File: src/rtl/sipo_pkg.sv
// rtl/sipo_pkg.sv - shared types and elaboration helpers for the sipo_deser deserializer
// Purpose: holds the output-stage state enum and the width helpers used to size
// the beat counter and validate the IN_W/OUT_W pairing at elaboration time.
package sipo_pkg;

    typedef enum logic {
        EMPTY = 1'b0,
        FULL  = 1'b1
    } out_state_e;

    // Ceiling log2. Returns 0 for v <= 1.
    function automatic int clog2(input int v);
        int r;
        int x;
        r = 0;
        x = v - 1;
        while (x > 0) begin
            r = r + 1;
            x = x >> 1;
        end
        return r;
    endfunction

    // Beat counter width for n beats per frame; never narrower than one bit.
    function automatic int cnt_w(input int n);
        return (clog2(n) < 1) ? 1 : clog2(n);
    endfunction

    // A legal configuration packs at least two whole beats into one word.
    function automatic bit cfg_ok(input int in_w, input int out_w);
        return (in_w >= 1) && (out_w % in_w == 0) && (out_w / in_w >= 2);
    endfunction

endpackage

File: src/rtl/sipo_out_reg.sv
// rtl/sipo_out_reg.sv - double-buffer output holding stage for sipo_deser
// Purpose: holds one completed word until the consumer takes it, and produces
// the input stall term so the final beat of a frame is only taken when the
// word it completes has somewhere to go.
// Ports:
//   clk, rst_n     - clock, asynchronous active-low reset
//   clear          - synchronous flush (priority over load/drain)
//   load/load_data - a frame completed this cycle, with its word
//   last_beat      - the fill side holds N-1 beats
//   out_ready      - consumer handshake
//   out_valid/out_data - held word
//   in_ready       - upstream may present a beat
module sipo_out_reg
    import sipo_pkg::*;
#(
    parameter int OUT_W = 8
) (
    input  logic             clk,
    input  logic             rst_n,
    input  logic             clear,
    input  logic             load,
    input  logic [OUT_W-1:0] load_data,
    input  logic             last_beat,
    input  logic             out_ready,
    output logic             out_valid,
    output logic [OUT_W-1:0] out_data,
    output logic             in_ready
);

    out_state_e       state_q, state_d;
    logic [OUT_W-1:0] data_q, data_d;

    // Only a completing beat needs space in this stage; partial frames never stall.
    assign in_ready = !(last_beat && (state_q == FULL) && !out_ready);

    always_comb begin
        state_d = state_q;
        data_d  = data_q;
        if (clear) begin
            state_d = EMPTY;
            data_d  = '0;
        end else begin
            case (state_q)
                EMPTY: begin
                    if (load) begin
                        state_d = FULL;
                        data_d  = load_data;
                    end
                end
                FULL: begin
                    // A load while FULL implies out_ready (in_ready gates it),
                    // so the old word leaves on the same edge: no bubble.
                    if (load) begin
                        data_d = load_data;
                    end else if (out_ready) begin
                        state_d = EMPTY;
                    end
                end
                default: state_d = EMPTY;
            endcase
        end
    end

    always_ff @(posedge clk or negedge rst_n) begin
        if (!rst_n) begin
            state_q <= EMPTY;
            data_q  <= '0;
        end else begin
            state_q <= state_d;
            data_q  <= data_d;
        end
    end

    assign out_valid = (state_q == FULL);
    assign out_data  = data_q;

endmodule

File: src/rtl/sipo_deser.sv
// rtl/sipo_deser.sv - parametrised serial-in/parallel-out deserializer, top level
// Purpose: shifts N = OUT_W/IN_W input beats into a fill register and hands each
// completed word to a double-buffered output stage.
// Ports:
//   clk, reset           - clock, asynchronous active-low reset
//   clear                - synchronous flush, drops any beat in the same cycle
//   in_valid/in_data/in_ready    - beat input handshake
//   out_valid/out_data/out_ready - word output handshake
//   beat_cnt             - beats held for the current partial frame
//   overrun              - sticky: a beat was offered while in_ready was low
module sipo_deser
    import sipo_pkg::*;
#(
    parameter  int IN_W      = 2,
    parameter  int OUT_W     = 8,
    parameter  bit MSB_FIRST = 1'b1,
    localparam int N         = OUT_W / IN_W,
    localparam int CNT_W     = cnt_w(N)
) (
    input  logic             clk,
    input  logic             reset,
    input  logic             clear,
    input  logic             in_valid,
    input  logic [IN_W-1:0]  in_data,
    output logic             in_ready,
    output logic             out_valid,
    output logic [OUT_W-1:0] out_data,
    input  logic             out_ready,
    output logic [CNT_W-1:0] beat_cnt,
    output logic             overrun
);

    if (!cfg_ok(IN_W, OUT_W)) begin : g_bad_cfg
        $error("sipo_deser: OUT_W must be a multiple of IN_W with at least two beats");
    end

    logic [OUT_W-1:0] fill_q, fill_d, fill_next;
    logic [CNT_W-1:0] cnt_q, cnt_d;
    logic             ovr_q, ovr_d;
    logic             last_beat;
    logic             accept;
    logic             complete;

    assign last_beat = (cnt_q == CNT_W'(N - 1));
    assign accept    = in_valid && in_ready && !clear;
    assign complete  = accept && last_beat;

    // fill_next is the fill register with the current beat shifted in; on the
    // last beat it is the finished word, so it also feeds the output stage.
    assign fill_next = MSB_FIRST ? {fill_q[OUT_W-IN_W-1:0], in_data}
                                 : {in_data, fill_q[OUT_W-1:IN_W]};

    always_comb begin
        fill_d = fill_q;
        cnt_d  = cnt_q;
        ovr_d  = ovr_q;
        if (clear) begin
            fill_d = '0;
            cnt_d  = '0;
            ovr_d  = 1'b0;
        end else begin
            if (in_valid && !in_ready) begin
                ovr_d = 1'b1;
            end
            // The fill register is not zeroed at wrap: the next frame's N
            // shifts push every stale bit out before the word is used.
            if (accept) begin
                fill_d = fill_next;
                cnt_d  = last_beat ? '0 : cnt_q + CNT_W'(1);
            end
        end
    end

    always_ff @(posedge clk or negedge reset) begin
        if (!reset) begin
            fill_q <= '0;
            cnt_q  <= '0;
            ovr_q  <= 1'b0;
        end else begin
            fill_q <= fill_d;
            cnt_q  <= cnt_d;
            ovr_q  <= ovr_d;
        end
    end

    sipo_out_reg #(
        .OUT_W (OUT_W)
    ) u_out_reg (
        .clk       (clk),
        .rst_n     (reset),
        .clear     (clear),
        .load      (complete),
        .load_data (fill_next),
        .last_beat (last_beat),
        .out_ready (out_ready),
        .out_valid (out_valid),
        .out_data  (out_data),
        .in_ready  (in_ready)
    );

    assign beat_cnt = cnt_q;
    assign overrun  = ovr_q;

endmodule

File: config.mk
export PLATFORM = sky130hd
export DESIGN_NAME = sipo_deser
export DESIGN_NICKNAME = d
export VERILOG_FILES = /design/src/rtl/sipo_pkg.sv /design/src/rtl/sipo_out_reg.sv /design/src/rtl/sipo_deser.sv
export SDC_FILE = /design/constraint.sdc
export NUM_CORES = 1
export LEC_CHECK = 0
export BUFFER_PORTS_ARGS = -buffer_cell sky130_fd_sc_hd__buf_2
export CELL_PAD_IN_SITES_DETAIL_PLACEMENT = 0
export CELL_PAD_IN_SITES_GLOBAL_PLACEMENT = 1
export CORE_MARGIN = 3
export CORE_UTILIZATION = 36
export DETAILED_ROUTE_END_ITERATION = 12
export GPL_ROUTABILITY_DRIVEN = 0
export PLACE_DENSITY_LB_ADDON = 0.05
export SLEW_MARGIN = 25
export SYNTH_ARGS = -nofsm -noshare
export SYNTH_HDL_FRONTEND = slang
export SYNTH_HIERARCHICAL = 1
export SYNTH_SLANG_ARGS = --single-unit
File: constraint.sdc
create_clock -name clk -period 1.6 [get_ports clk]
set_input_delay 0.08 -clock clk [delete_from_list [all_inputs] [get_ports clk]]
set_output_delay 0.08 -clock clk [all_outputs]
set_load 0.02 [all_outputs]
# After elaboration in Yosys (flattened, before gate mapping)
# Index checks and enable logic that the tools add are counted.
dict set report word_totals {
  regBits 18
  latch_bits 0
  ram_bits 0
  rom_bits 0
  inputBits 7
  out_inout_bits 13
  wordCells 34
  n_memories 0
}
dict set report classes {
  n_addsub 1
  multipliers 0
  div 0
  order_cmp 0
  n_eq_ne 1
  n_shift 0
  muxes 14
  bitwise_logic 1
  reduce_logical 12
}
# operator n
set ops {}
lappend ops {{$mux 8} 2}
lappend ops {{$mux 6} 2}
lappend ops {{$logic_and 1x1->1} 6}
lappend ops {{$mux 1} 6}
lappend ops {{$mux 2} 3}
lappend ops {{$reduce_bool 2->1} 3}
lappend ops {{$logic_not 1->1} 3}
lappend ops {{$add 2x1->2 const B} 1}
lappend ops {{$eq 2x2->1 const B} 1}
lappend ops {{$pmux 1 s2} 1}
lappend ops {{$not 1->1} 1}

# Longest topological paths before layout
# Gate-level depths: netlist of run 1.
dict set report logic_depth {
  word_depth 10
  depth_mapped 8
  ltp_nobuf 5
}

# By module
# Netlist of run 1, hierarchy kept.
# mod n_inst cells_per_inst area_per_inst_um2 seq_area_each_um2
set by_module_without_submodules {}
lappend by_module_without_submodules {sipo_deser 1 43 486.7 225.2}
lappend by_module_without_submodules {sipo_out_reg 1 31 374.1 225.2}

# Worst setup path before layout of run 1
# No wires, ideal clock.
dict set report synth_timing {
  path_type {reg-to-reg}
  start {register cnt_q[0], in the netlist beat_cnt[0]}
  end {register u_out_reg.data_q[0], in the netlist u_out_reg/out_data[0]}
  arrival_time_ns 1.765
  slack_ns -0.287
  stages_incl_launch_ff 9
  n_path_buf 3
  cell_sequence {dfrtp_1 > ha_1 > nand3b_1 > buf_6 > buf_8 > and4b_1 > buf_6 > mux2i_1 > nor2_1}
}
dict set report synth_between {
  elab_chain_len 8
}
# element line
set synth_lines {}
lappend synth_lines {{start, declared} sipo_deser.sv:38} ;# logic [CNT_W-1:0] cnt_q, cnt_d;
lappend synth_lines {{start signal, assigned} sipo_deser.sv:81} ;# cnt_q <= cnt_d;
lappend synth_lines {{$eq 2x2->1} sipo_deser.sv:44} ;# assign last_beat = (cnt_q == CNT_W'(N - 1));
lappend synth_lines {{named net last_beat} sipo_deser.sv:40} ;# logic last_beat;
lappend synth_lines {{$logic_and 1x1->1 (2 in a row)} sipo_out_reg.sv:34} ;# assign in_ready = !(last_beat && (state_q == FULL) && !out_ready);
lappend synth_lines {{$logic_not 1->1} sipo_out_reg.sv:34}
lappend synth_lines {{named net in_ready} sipo_deser.sv:25} ;# output logic in_ready,
lappend synth_lines {{$logic_and 1x1->1 (2 in a row)} sipo_deser.sv:45} ;# assign accept = in_valid && in_ready && !clear;
lappend synth_lines {{$logic_and 1x1->1} sipo_deser.sv:46} ;# assign complete = accept && last_beat;
lappend synth_lines {{named net complete} sipo_deser.sv:42} ;# logic complete;
lappend synth_lines {{$reduce_bool 2->1 (no source line)} --}
lappend synth_lines {{end signal, assigned} sipo_out_reg.sv:70} ;# data_q <= data_d;
lappend synth_lines {{end, declared} sipo_out_reg.sv:31} ;# logic [OUT_W-1:0] data_q, data_d;
# The timed path passes the listed nets, and every way through them passes these cells.
# A chain may end at the register's enable or synchronous reset.

# Worst setup path after layout of run 1
dict set report layout_timing {
  start {register cnt_q[0], in the netlist beat_cnt[0]}
  end {register u_out_reg.data_q[3], in the netlist u_out_reg/out_data[3]}
}
dict set report layout_between {
  elab_chain_len 8
}
# element line
set layout_lines {}
lappend layout_lines {{$eq 2x2->1 *} sipo_deser.sv:44}
lappend layout_lines {{named net last_beat} sipo_deser.sv:40}
lappend layout_lines {{$logic_and 1x1->1 (2 in a row)} sipo_out_reg.sv:34}
lappend layout_lines {{$logic_not 1->1} sipo_out_reg.sv:34}
lappend layout_lines {{$logic_and 1x1->1 (2 in a row)} sipo_deser.sv:45}
lappend layout_lines {{$logic_and 1x1->1 *} sipo_deser.sv:46}
lappend layout_lines {{named net complete} sipo_deser.sv:42}
lappend layout_lines {{$reduce_bool 2->1 (no source line) *} --}
# Mark *: on every way through the listed nets, which the timed path passes. The rest lies on a longest branch.

==> results.yml, run 1 <==
status:
  status: "finished, final reports clean"
floorplan:
  rows: 17
  die_w_microns: 54.9
  core_sq_um: 2230
  ioPinCount: 20
  die_y_microns: 54.9
  die_area_sq_um: 3010
  start_util: 0.385
drt:
  drt_iter0_drc: 8
  drcViolationCount: 0
  dr.pass1.iters: 3
  wire_per_inst_microns: 13.9
  via_count: 601
  vias_per_cell: 4.93
  antenna_left: 0
  route.final.wire_length_microns: 1690
setup_path:
  crit_path_start_kind: "flip-flop"
  worst-path-max-fanout: 9
  path_class: "reg2reg"
  reg2reg_depth: 6
  required_ps: 1780
  path_cells: "ha_4 > nand3b_1 > and4b_1 > buf_12 > mux2i_1 > nor2_1"
  end_kind: "flip-flop"
  slowest_delay_ps: 450
  cp_slowest_cell: "dfrtp_2"
  critPathArrivalTime_ps: 1650
timing:
  finalCritPeriodShare: 0.918
  setup_viol: 0
  min_period_ps: 1470
  skew_ps: 5.33
  rsz0062_at_grt: "no"
  fin_ws_ps: 132
  fmax_mhz: 681
  hold_viol_final: 0
  tightestPinTransition_ps: 413
  slew_viol_final: 0
  slew_headroom: 0.725
synthesis:
  synth_top_area_frac: 0.523
  synth-seq-cells: 18
  avgSynthCellArea_sq_um: 11.6
  yosysWarnings: 6
  yosys.area.top_type: "dfrtp_1"
  syn-num-nets: 82
  ys_top_cells_by_area: "dfrtp_1 52%, mux2i_1 9.3%, a21bo_2 7.0%"
  synth-seq-area-share: 0.523
  netlist_area_sq_um: 861
  syn-instance-count: 74
  synth.distinct_cells: 18
pwr:
  p_per_area_nw_per_um2: 746
  ir_drop_mv: 0.388
  total_leakage_power_nw: 0.468
cells_and_area:
  final_common_cell: "buf_2"
  final_nets: 104
  final_cell_mix: "19 x buf_2, 16 x dfrtp_1, 8 x a21oi_1, 8 x mux2i_1, 8 x nor2_1"
  syn2layout_area_growth_pct: 18.3
  final_cell_area_sq_um: 1020
  n_fill_cell: 234
  drive_above_1_share: 0.394
  diodes: 0
cts:
  cts.clk_slew.worst_paths_ps: 100
  worstSkewPairLatency_ps: 280
  cts_made_buffers: 3
  clock-sinks: 18
  htreeDepth: 1
  clockBufferDepth: 2
  postCtsSetupBuffers: 0
  cts_tree: "built"
  root_buffer: "clkbuf_4"
grt:
  grt_first_pass_wirelength_microns: 2640
  grtUsageTotal: 0.128
  antenna_found_initial: 0
  grt_pass1_vias: 526
  grt_max_degree: 19
  overflow: 0
hold_path:
  hold_depth: 3
  hold_class: "in2reg"
placed_design:
  place_area_sq_um: 982
  dp_hpwl_microns: 1140
  place_ws_ps: 165
  port_buffers: 19
flow_run:
  drv_cap: 0
-- state kept, by name, summed over array words and instances (netlist names) --
signal,cells
beat_cnt,2
u_out_reg/out_data,8
overrun,1
fill_q,6
u_out_reg/out_valid,1
-- synth_stat cells --
cell type  count
a21oi_1        8
nand3b_1       1
nand4bb_1      1
nand3_1        7
and4b_1        1
buf_8          1
ha_1           1
buf_6          3
inv_1          2
mux2i_1        8
nand2b_1       2
nor2_1         8
buf_4          1
a21bo_1        2
dfrtp_1       18
a21bo_2        6
clkbuf_2       2
a21oi_2        2
-- what timing repair did --
item	in CTS	in global routing
resized for setup	0	1
hold buffers	1	0
setup endpoints to repair	0	1
hold endpoints to repair	18	0
-- cells by family (layout without fill, tap and decap cells) --
logic type | after synthesis | count (layout) | synth area share
buf+inv | 9 | 29 | 0.0858
fa+ha+maj | 1 | 1 | 0.0145
simple gates | 20 | 20 | 0.124
mux | 8 | 8 | 0.0930
compound gates | 18 | 18 | 0.160
flops | 18 | 18 | 0.523
-- path summary, 6_finish.rpt --
| path | startpoint | end | slack, ps |
|---|---|---|---|
| min reg2reg | overrun$_DFFE_PN0P_ | overrun$_DFFE_PN0P_ | 520 |
| max | beat_cnt[0]$_DFFE_PN0P_ | u_out_reg/out_data[3]$_DFFE_PN0P_ | 130 |
| max in group asynchronous | reset | beat_cnt[1]$_DFFE_PN0P_ | 1030 |
| max reg2reg | beat_cnt[0]$_DFFE_PN0P_ | u_out_reg/out_data[3]$_DFFE_PN0P_ | 130 |
| min | in_data[1] | fill_q[1]$_DFFE_PN0P_ | 40 |
| min in group asynchronous | reset | u_out_reg/out_data[7]$_DFFE_PN0P_ | 250 |
-- report_power, final --
part	total (mW)	leakage (nW)	switching (mW)	internal, mW
Combinational	0.0705	0.209	0.0403	0.0302
Sequential	0.472	0.245	0.00817	0.464
Clock	0.217	0.0138	0.130	0.0873
Total	0.760	0.468	0.179	0.581
-- per-layer routing --
layer	track usage	wire, microns
met1	0.184	822
met2	0.185	761
met3	0.0161	92
met4	0.0729	17
met5	0	0
-- layout make-up --
class,count,area [sq um],share of cell area
timing repair buffer,24,151,0.149
inverter,2,7.51,0.00737
sequential,18,453,0.445
clock buffer,3,22.5,0.0221
multi-input combinational,47,349,0.343
tap,28,35.0,0.0344
-- through the flow --
stage                     std cells  TNS (ps)  utilization  power [mW]  hold slack [ps]
after global placement          118         0        0.440       0.552             41.8
after global routing            122         0        0.456       0.808             35.0
after CTS                       122         0        0.454       0.778             36.6
after floorplan                  74     -1750            -       0.523             -216
final                           122         0        0.456       0.760             42.6
after detailed placement        118         0        0.440       0.552             42.7
-- worst max-delay path, delay by kind of cell (launching register included) --
kind / cells / cell delay, ps
DFF: 1 / 450
buffers and inverters: 1 / 150
muxes: 1 / 190
adders and majority gates: 1 / 170
and+or+nand+nor: 3 / 410
Note: power is estimated with default switching activity, not from simulation.
==> inputs of run 2 (changes only) <==
- CORE_UTILIZATION: 36 -> 40
- clock period: 1.6 -> 1.57 ns (I/O delays scaled with it)
==> run 2 against run 1 <==
Net effect:
- routed wire length fell by 5.8%
- register-to-register slack about the same
- power is 10% higher
- clock power is 32% higher
- critical path type is now reg2out
- highest routed layer unchanged
==> results.yml, run 2 (synthesized netlist as in run 1, its figures left out) <==
placed_design:
  place_area_sq_um: 981
  dpl.cell_count: 117
  place_ws_ps: 123
  dp_hpwl_microns: 1090
  port_buffers: 19
pwr:
  sw_frac_of_total: 0.231
  ir_drop_mv: 0.685
  p_per_area_nw_per_um2: 816
  p_switching_mw: 0.194
  total_leakage_power_nw: 0.473
  p_int_mw: 0.645
  seq_power_share: 0.573
  clkPwrFrac: 0.341
  combPwrFrac: 0.086
cells_and_area:
  final_cell_area_sq_um: 1030
  diodes: 0
  largest_reg_flops: 8
  n_fill_cell: 198
  stdcell_count: 122
  final_cell_mix: "19 x buf_2, 16 x dfrtp_1, 8 x a21oi_1, 8 x mux2i_1, 8 x nor2_1"
  drive_above_1_share: 0.400
  fin_util: 0.513
  regArea_sq_um: 453
  multi_input_area_sq_um: 349
  final_common_cell: "buf_2"
  final_nets: 104
  syn2layout_area_growth_pct: 19.3
grt:
  overflow: 0
  grt_max_degree: 19
  antenna_found_initial: 0
  grt_first_pass_wirelength_microns: 2810
  grt_pass1_vias: 585
  grtUsageTotal: 0.140
setup_path:
  slowest_delay_ps: 450
  critPathArrivalTime_ps: 1420
  cp_slowest_cell: "dfrtp_2"
  crit_path_start_kind: "flip-flop"
  path_class: "reg2out"
  critPathTopFamily: "flip-flops"
  worst-path-max-fanout: 18
  required_ps: 1490
  end_kind: "output port"
  path_cells: "ha_4 > nand3b_1 > buf_4 > buf_2"
  worst-path-buf-inv: 2
drt:
  wire_per_inst_microns: 13.1
  via_count: 608
  vias_per_cell: 4.98
  antenna_left: 0
  route.final.wire_length_microns: 1600
  drt_iter0_drc: 12
  dr.pass1.iters: 4
  drcViolationCount: 0
floorplan:
  rows: 16
  die_area_sq_um: 2740
  start_util: 0.430
  ioPinCount: 20
  die_y_microns: 52.4
  core_sq_um: 2000
  die_w_microns: 52.4
cts:
  cts_made_buffers: 3
  worstSkewPairLatency_ps: 290
  cts.clk_slew.worst_paths_ps: 100
  clock-sinks: 18
  clockBufferDepth: 2
  postCtsSetupBuffers: 0
  root_buffer: "clkbuf_4"
  cts_tree: "built"
  htreeDepth: 1
timing:
  min_period_ps: 1500
  tightestPinTransition_ps: 407
  setup_viol: 0
  hold_viol_final: 0
  fin_ws_ps: 75.0
  hold_ws_ps: 41.9
  skew_ps: 1.58
  fmax_mhz: 669
  slew_viol_final: 0
  rsz0062_at_grt: "yes"
  slew_headroom: 0.729
  finalCritPeriodShare: 0.952
flow_run:
  drv_cap: 0
hold_path:
  hold_class: "in2reg"
status:
  status: "finished, final reports clean"
run 2: path summary, 6_finish.rpt:
kind / start / endpoint / slack [ps] / depth (start not counted)
worst min register to register: overrun$_DFFE_PN0P_ / overrun$_DFFE_PN0P_ / 520 / 2
max in group asynchronous: reset / beat_cnt[1]$_DFFE_PN0P_ / 1020 / 2
worst max register to register: beat_cnt[0]$_DFFE_PN0P_ / u_out_reg/out_data[3]$_DFFE_PN0P_ / 120 / 6
worst min-delay path: in_data[1] / fill_q[1]$_DFFE_PN0P_ / 40 / 3
worst max-delay path: beat_cnt[0]$_DFFE_PN0P_ / in_ready / 70 / 4
min in group asynchronous: reset / u_out_reg/out_data[6]$_DFFE_PN0P_ / 230 / 2
run 2: through the flow:
stage	setup TNS, ps	total power [mW]
detailed placement	0	0.562
CTS	0	0.854
floorplan	-2020	0.533
finish	0	0.839
global route	-1.43	0.877
global placement	0	0.562
run 2: tightest hold or removal path, cell delays in order:
cell and delay, ps:
buf_2 100, nand3_1 60, a21oi_1 60
run 2: layer usage:
layer  track usage  up-vias  part of all wire
met5             0        -                 0
met4        0.0638        0            0.0063
met3        0.0399        2             0.056
met2         0.209       14              0.45
met1         0.187      292              0.49
li1              -      300                 -
run 2: final cells by class:
class / instances / area share
repair buffers: 24 / 0.144
inverters: 2 / 0.00731
well taps: 27 / 0.0329
multi-input cells: 47 / 0.340
flip-flops and latches: 18 / 0.441
clock buffers: 4 / 0.0353
run 2: timing repair:
item	in CTS	in global routing
hold buffers	1	0
setup endpoints to repair	0	1
hold endpoints to repair	18	0
gates resized for setup	0	0
run 2: power by group through the flow:
stage | Clock, mW | Sequential (mW) | Combinational [mW]
final | 0.286 | 0.481 | 0.0718
after global routing | 0.314 | 0.483 | 0.0803
after CTS | 0.299 | 0.481 | 0.0739
after detailed placement | 0 | 0.490 | 0.0718
after global placement | 0 | 0.490 | 0.0721
after floorplan | 0 | 0.494 | 0.0395
